`config.mk`:
```
export PLATFORM = sky130hd
export DESIGN_NAME = ped_crossing_scheduler
export DESIGN_NICKNAME = d
export VERILOG_FILES = /design/src/rtl/ped_sched_pkg.sv /design/src/rtl/btn_sync_debounce.sv /design/src/rtl/ped_crossing_scheduler.sv
export SDC_FILE = /design/constraint.sdc
export NUM_CORES = 1
export LEC_CHECK = 0
export ABC_AREA = 1
export CAP_MARGIN = 0
export CELL_PAD_IN_SITES_DETAIL_PLACEMENT = 1
export CELL_PAD_IN_SITES_GLOBAL_PLACEMENT = 1
export CORE_ASPECT_RATIO = 0.6
export CORE_MARGIN = 4
export CORE_UTILIZATION = 41
export DETAILED_ROUTE_END_ITERATION = 6
export HOLD_SLACK_MARGIN = 0.15
export PLACE_DENSITY_LB_ADDON = 0.1
export SYNTH_ARGS = -nofsm -noshare
export SYNTH_HDL_FRONTEND = slang
export SYNTH_SLANG_ARGS = --single-unit
export TNS_END_PERCENT = 100
```
`constraint.sdc`:
```
create_clock -name clk -period 2 [get_ports clk]
set_input_delay 0.4 -clock clk [delete_from_list [all_inputs] [get_ports clk]]
set_output_delay 0.4 -clock clk [all_outputs]
set_load 0.01 [all_outputs]
```
`src/rtl/ped_sched_pkg.sv`:
```
// ---------------------------------------------------------------------------
// ped_sched_pkg
// Shared types and helpers for the pedestrian crossing scheduler.
//   sched_state_t : scheduler FSM state encoding
//   RR_MAX        : widest request vector rr_select can scan
//   rr_select     : round-robin pick of the first set bit at or above a
//                   pointer, wrapping at n; returns -1 when nothing is set
// ---------------------------------------------------------------------------
package ped_sched_pkg;

   typedef enum logic [1:0] {
      S_IDLE    = 2'd0,
      S_PENDING = 2'd1,
      S_GRANT   = 2'd2
   } sched_state_t;

   localparam int RR_MAX = 32;

   function automatic int rr_select(input logic [RR_MAX-1:0] req,
                                    input int                ptr,
                                    input int                n);
      int idx;
      int found;
      found = -1;
      for (int k = 0; k < RR_MAX; k++) begin
         if (k < n && found < 0) begin
            idx = ptr + k;
            if (idx >= n) idx = idx - n;
            if (req[idx]) found = idx;
         end
      end
      return found;
   endfunction

endpackage

```
`src/rtl/btn_sync_debounce.sv`:
```
// ---------------------------------------------------------------------------
// btn_sync_debounce
// One push-button channel: inversion, 2-flop synchroniser, debounce counter
// and a single-cycle press pulse on the debounced rising edge.
//   clk     : system clock
//   nreset  : synchronous active-low reset
//   btn_n   : raw active-low button, asynchronous to clk
//   press   : one-cycle pulse when the debounced level goes to pressed
// ---------------------------------------------------------------------------
module btn_sync_debounce #(
   parameter int DEBOUNCE_CYCLES = 1_000_000
) (
   input  logic clk,
   input  logic nreset,
   input  logic btn_n,
   output logic press
);

   localparam int CW = (DEBOUNCE_CYCLES < 2) ? 1 : $clog2(DEBOUNCE_CYCLES + 1);

   logic          sync_p0;
   logic          sync_p1;
   logic          level;
   logic [CW-1:0] cnt;
   logic          settle;

   // The counter has seen DEBOUNCE_CYCLES-1 differing cycles already; this
   // cycle is the last one needed to accept the new level.
   assign settle = (sync_p1 != level) && (cnt == CW'(DEBOUNCE_CYCLES - 1));

   // Synchroniser stage: pressed is carried as 1 from here on.
   always_ff @(posedge clk) begin
      if (!nreset) begin
         sync_p0 <= 1'b0;
         sync_p1 <= 1'b0;
      end else begin
         sync_p0 <= ~btn_n;
         sync_p1 <= sync_p0;
      end
   end

   // Debounce stage: any cycle where the synchronised level matches the
   // accepted level restarts the count.
   always_ff @(posedge clk) begin
      if (!nreset) begin
         level <= 1'b0;
         cnt   <= '0;
         press <= 1'b0;
      end else begin
         press <= settle && sync_p1;
         if (sync_p1 == level) begin
            cnt <= '0;
         end else if (settle) begin
            level <= sync_p1;
            cnt   <= '0;
         end else begin
            cnt <= cnt + 1'b1;
         end
      end
   end

endmodule

```
`src/rtl/ped_crossing_scheduler.sv`:
```
// ---------------------------------------------------------------------------
// ped_crossing_scheduler
// Shares the single pedestrian phase among N_CROSS crosswalk buttons. Each
// debounced press latches a request; while any request is pending solicitud
// asks the light FSM for a window, and each slot_start/slot_end window grants
// exactly one crosswalk chosen round-robin.
//
// Optional feature macro: PED_SCHED_AGING_EN
//   defined   : requests waiting T_MAXWAIT seconds are served first
//   undefined : pure round-robin, no tick or wait counters
//
// Ports
//   clk        : system clock
//   nreset     : synchronous active-low reset
//   b_npeaton  : raw active-low push-buttons (N_CROSS), asynchronous
//   slot_start : one-cycle pulse, pedestrian green begins
//   slot_end   : one-cycle pulse, pedestrian green ends
//   solicitud  : high while any request is pending
//   pending    : latched requests (N_CROSS)
//   grant      : one-hot walk enable for the served crosswalk, else 0
//   grant_id   : index of the served crosswalk, 0 when no grant
// ---------------------------------------------------------------------------
module ped_crossing_scheduler
   import ped_sched_pkg::*;
#(
   parameter int N_CROSS         = 4,
   parameter int DEBOUNCE_CYCLES = 1_000_000,
   parameter int FPGAFREQ        = 50_000_000,
   parameter int T_MAXWAIT       = 60
) (
   input  logic                       clk,
   input  logic                       nreset,
   input  logic [N_CROSS-1:0]         b_npeaton,
   input  logic                       slot_start,
   input  logic                       slot_end,
   output logic                       solicitud,
   output logic [N_CROSS-1:0]         pending,
   output logic [N_CROSS-1:0]         grant,
   output logic [$clog2(N_CROSS)-1:0] grant_id
);

   localparam int IDW = $clog2(N_CROSS);

   if (N_CROSS < 2 || N_CROSS > RR_MAX || DEBOUNCE_CYCLES < 1 ||
       FPGAFREQ < 1 || T_MAXWAIT < 1) begin : g_bad_cfg
      $error("ped_crossing_scheduler: illegal parameter set");
   end

   sched_state_t       state;
   sched_state_t       state_nxt;
   logic [N_CROSS-1:0] press_v;
   logic [N_CROSS-1:0] pending_nxt;
   logic [N_CROSS-1:0] grant_nxt;
   logic [IDW-1:0]     grant_id_nxt;
   logic [IDW-1:0]     rr_ptr;
   logic [IDW-1:0]     rr_ptr_nxt;
   int                 win_i;
   logic               win_ok;
   logic [IDW-1:0]     win_idx;

   // Button front end, one channel per crosswalk.
   for (genvar i = 0; i < N_CROSS; i++) begin : g_btn
      btn_sync_debounce #(
         .DEBOUNCE_CYCLES(DEBOUNCE_CYCLES)
      ) u_deb (
         .clk   (clk),
         .nreset(nreset),
         .btn_n (b_npeaton[i]),
         .press (press_v[i])
      );
   end

`ifdef PED_SCHED_AGING_EN
   localparam int TW = (FPGAFREQ < 2) ? 1 : $clog2(FPGAFREQ);
   localparam int AW = $clog2(T_MAXWAIT + 1);

   logic [TW-1:0]      tick_cnt;
   logic               tick;
   logic [AW-1:0]      wait_cnt [N_CROSS];
   logic [N_CROSS-1:0] aged;

   assign tick = (tick_cnt == TW'(FPGAFREQ - 1));

   always_ff @(posedge clk) begin
      if (!nreset || tick) tick_cnt <= '0;
      else                 tick_cnt <= tick_cnt + 1'b1;
   end

   for (genvar i = 0; i < N_CROSS; i++) begin : g_age
      always_ff @(posedge clk) begin
         if (!nreset || !pending[i])
            wait_cnt[i] <= '0;
         else if (tick && wait_cnt[i] != AW'(T_MAXWAIT))
            wait_cnt[i] <= wait_cnt[i] + 1'b1;
      end
      assign aged[i] = (wait_cnt[i] == AW'(T_MAXWAIT));
   end
`endif

   // Winner selection works on the registered pending vector, so a press
   // that debounces in the slot_start cycle cannot take part.
   always_comb begin
`ifdef PED_SCHED_AGING_EN
      win_i = rr_select(RR_MAX'(aged), int'(rr_ptr), N_CROSS);
      if (win_i < 0)
         win_i = rr_select(RR_MAX'(pending), int'(rr_ptr), N_CROSS);
`else
      win_i = rr_select(RR_MAX'(pending), int'(rr_ptr), N_CROSS);
`endif
      win_ok  = (win_i >= 0);
      win_idx = win_ok ? IDW'(win_i) : '0;
   end

   always_comb begin
      state_nxt    = state;
      grant_nxt    = grant;
      grant_id_nxt = grant_id;
      rr_ptr_nxt   = rr_ptr;
      // The crosswalk currently walking cannot queue itself again.
      pending_nxt  = pending | (press_v & ((state == S_GRANT) ? ~grant : '1));

      case (state)
         S_IDLE: begin
            if (pending != '0) state_nxt = S_PENDING;
         end
         S_PENDING: begin
            if (slot_start && win_ok) begin
               grant_nxt            = '0;
               grant_nxt[win_idx]   = 1'b1;
               grant_id_nxt         = win_idx;
               pending_nxt[win_idx] = 1'b0;
               state_nxt            = S_GRANT;
            end else if (pending == '0) begin
               state_nxt = S_IDLE;
            end
         end
         S_GRANT: begin
            if (slot_end) begin
               grant_nxt    = '0;
               grant_id_nxt = '0;
               rr_ptr_nxt   = (grant_id == IDW'(N_CROSS - 1)) ? '0 : grant_id + 1'b1;
               state_nxt    = (pending_nxt != '0) ? S_PENDING : S_IDLE;
            end
         end
         default: state_nxt = S_IDLE;
      endcase
   end

   always_ff @(posedge clk) begin
      if (!nreset) begin
         state    <= S_IDLE;
         pending  <= '0;
         grant    <= '0;
         grant_id <= '0;
         rr_ptr   <= '0;
      end else begin
         state    <= state_nxt;
         pending  <= pending_nxt;
         grant    <= grant_nxt;
         grant_id <= grant_id_nxt;
         rr_ptr   <= rr_ptr_nxt;
      end
   end

   assign solicitud = |pending;

endmodule
```
==> results.yml <==
run_status:
  status: "finished clean"
drt:
  first_iter_violations: 189
  drt-wirelength-per-cell_um: 14.4
  drc: 0
  dr.pass1.iters: 4
  vias: 4746
  wirelength_um: 13300
  routed_via_density: 5.14
  ant_nets: 0
final_layout:
  ff_latch_area_sq_um: 2210
  fillers: 1558
  area_growth_pct: 15.2
  multiInputGateArea_sq_um: 2710
  drive_above_1_share_pct: 13.1
  fin_nets: 770
  finalInstanceArea_sq_um: 6130
  insertedDiodeCount: 0
critical_path:
  crit_start: "rr_ptr[1]"
  worstPathArrival_ps: 2090
  worst-path-max-fanout: 7
  crit_type: "reg -> reg"
  critical_path.endpoint: "pending[2]"
  critPathRequiredTime_ps: 2230
  r2r_end: "pending[2]"
  ff2ff_path_depth: 11
  cp-start-kind: "flop"
  critPathCaptureType: "flop"
  ff2ff_setup_slack_ps: 140
  timing.rr.start: "rr_ptr[1]"
clock_tree:
  holdBufCountCts: 0
  htree_num_levels: 3
  tritoncts: "done"
  clk_latency_ps: 350
  cts_max_path_buffers: 2
  cts_sinks: 110
  clk_pin_slew_ps: 70
  cts_buffers: 9
  cts_root_buf: "clkbuf_16"
place:
  gp_congestion: 0.816
  placed_area_sq_um: 5770
  portBuffers: 18
  place_hpwl_um: 10100
hold_path:
  holdCritPathClass: "reg -> reg"
grt:
  grt-ovfl-total: 0
  antenna_found_initial: 0
  grt_max_degree: 21
  grt_usage_pct: 19.0
  grt_pass1_wl_um: 23300
  grt_pass1_vias: 4957
sta:
  final_hold_viol_count: 0
  worst_pin_slew_ps: 482
  fin_worst_skew_ps: 11.4
  fmax_ghz: 0.539
  max_slew_margin_pct: 67.4
  whs_ps: 414
  min_period_ps: 1860
  post-route-period-util_pct: 92.8
  report.final.slew_viol_count: 0
  finalSetupViolCount: 0
synthesis:
  synthCells: 720
  yosysMostFrequentCell: "nand2_1"
  synth-edff-count: 0
  synth.distinct_cells: 43
  netlist_area_sq_um: 5320
  ys_ff_latch: 110
  synth_area_leaders: "dfxtp_1, nand2_1, nor2_1"
  ys.flop_type: "dfxtp_1"
  synth_commonest_cells: "nand2_1, dfxtp_1, nor2_1"
  synth_top_area_share_pct: 41.4
  yosysSeqAreaShare_pct: 41.4
  yosysTopAreaCell: "dfxtp_1"
  synthArstFlopShare_pct: 0
  synth_warnings: 0
  syn_nets: 737
  syn_area_per_cell_sq_um: 7.38
die:
  die_h_um: 96.2
  ios: 19
  initial_utilization_pct: 43.0
  coreArea_sq_um: 12400
  die_area_sq_um: 14900
  rows: 31
  die_w_um: 155
flow_run:
  drv_cap: 0
power:
  power_leakage_nw: 2.20
  comb_power_share_pct: 1.8
  clkPwrFrac_pct: 43.5
  ir_drop_mv: 0.334
  p_switching_uw: 877
  intPower_mw: 3.15
  powerDensity_nw_per_um2: 657
  swShare_pct: 21.8
  seq_power_share_pct: 54.7
## cell usage in the layout (no fill, tap or decap), types with 17 or more instances in the layout
cell type,n
xor2_1,18
nand3_1,44
inv_1,91
nand2_1,131
nor2_1,91
clkdlybuf4s50_1,17
nor3_1,31
nand4_1,23
dfxtp_1,108
a21oi_1,40
## registers in the layout (all words and copies together), names as in the netlist
name / flops
grant_id: 2
pending: 4
g_btn.u_deb.press: 4
g_btn.u_deb.sync_p1: 4
state: 2
grant: 4
rr_ptr: 2
g_btn.u_deb.level: 4
g_btn.u_deb.sync_p0: 4
g_btn.u_deb.cnt: 80
## layout make-up
type / instances / area share (%)
tap: 165 / 3.37
clock buffer: 11 / 4.13
multi-input combinational: 499 / 44.3
timing repair buffer: 33 / 5.37
clock inverter: 5 / 0.674
inverter: 100 / 6.17
sequential: 110 / 36.0
## power by group through the flow
stage               clock network, mW  logic (mW)  registers (mW)
floorplan                           0      0.0361            2.25
global placement                    0      0.0718            2.25
detailed placement                  0      0.0733            2.26
CTS                              1.81      0.0737            2.20
global route                     1.90      0.0802            2.20
finish                           1.75      0.0725            2.20
## per-stage QoR
step | power [mW] | setup TNS [ps] | setup WS [ps] | instances | util, %
after floorplan | 2.29 | 0 | 116 | 720 | -
final | 4.03 | 0 | 143 | 923 | 49.5
after global routing | 4.19 | -30.2 | -16.1 | 923 | 49.5
after detailed placement | 2.33 | 0 | 32.6 | 904 | 46.7
after CTS | 4.09 | 0 | 13.0 | 920 | 49.1
after global placement | 2.33 | 0 | 157 | 904 | 46.7
## critical path: stages (launching register included)
cell and delay, ps:
dfxtp_4 370, inv_1 90, ha_4 290, inv_1 80
nand3_1 140, nand3_2 120, nand4_4 150, nand3_4 140
inv_4 110, nand3_1 120, nand2_1 90, nor2_1 40
## cells by family (layout without fill, tap and decap cells)
family | Yosys count | after routing | share of synthesized area, %
fa+ha+maj | 9 | 9 | 2.12
simple gates | 407 | 407 | 38.2
flops | 110 | 110 | 41.4
compound gates | 58 | 58 | 5.79
xor+xnor | 25 | 25 | 4.26
buf+inv | 111 | 149 | 8.19
## how the worst min path moves through the flow
| stage | startpoint | endpoint | slack (ps) | depth (start not counted) |
|---|---|---|---|---|
| detailed placement | g_btn[3].u_deb.sync_p0 | g_btn[3].u_deb.sync_p1 | 400 | 2 |
| global route | g_btn[0].u_deb.cnt[0] | g_btn[0].u_deb.cnt[0] | 440 | 1 |
| CTS | g_btn[3].u_deb.sync_p0 | g_btn[3].u_deb.sync_p1 | 420 | 2 |
| finish | g_btn[3].u_deb.sync_p0 | g_btn[3].u_deb.sync_p1 | 410 | 2 |
| global placement | g_btn[0].u_deb.sync_p0 | g_btn[0].u_deb.sync_p1 | 390 | 2 |
| floorplan | g_btn[0].u_deb.sync_p0 | g_btn[0].u_deb.sync_p1 | 390 | 2 |
## timing repair
action	in CTS	in global routing
endpoints found under the setup margin	1	32
pin swaps	1	3
gates resized for setup	2	8
buffers inserted	0	3
## layer usage
layer / vias to the layer above / global-route usage (%) / wire length, um
met3: 13 / 4.04 / 434
met5: - / 0 / 0
met4: 0 / 4.41 / 123
li1: 2410 / - / -
met1: 2263 / 26.2 / 6970
met2: 60 / 30.8 / 5750
No activity file was read; power rests on OpenSTA's default activity.
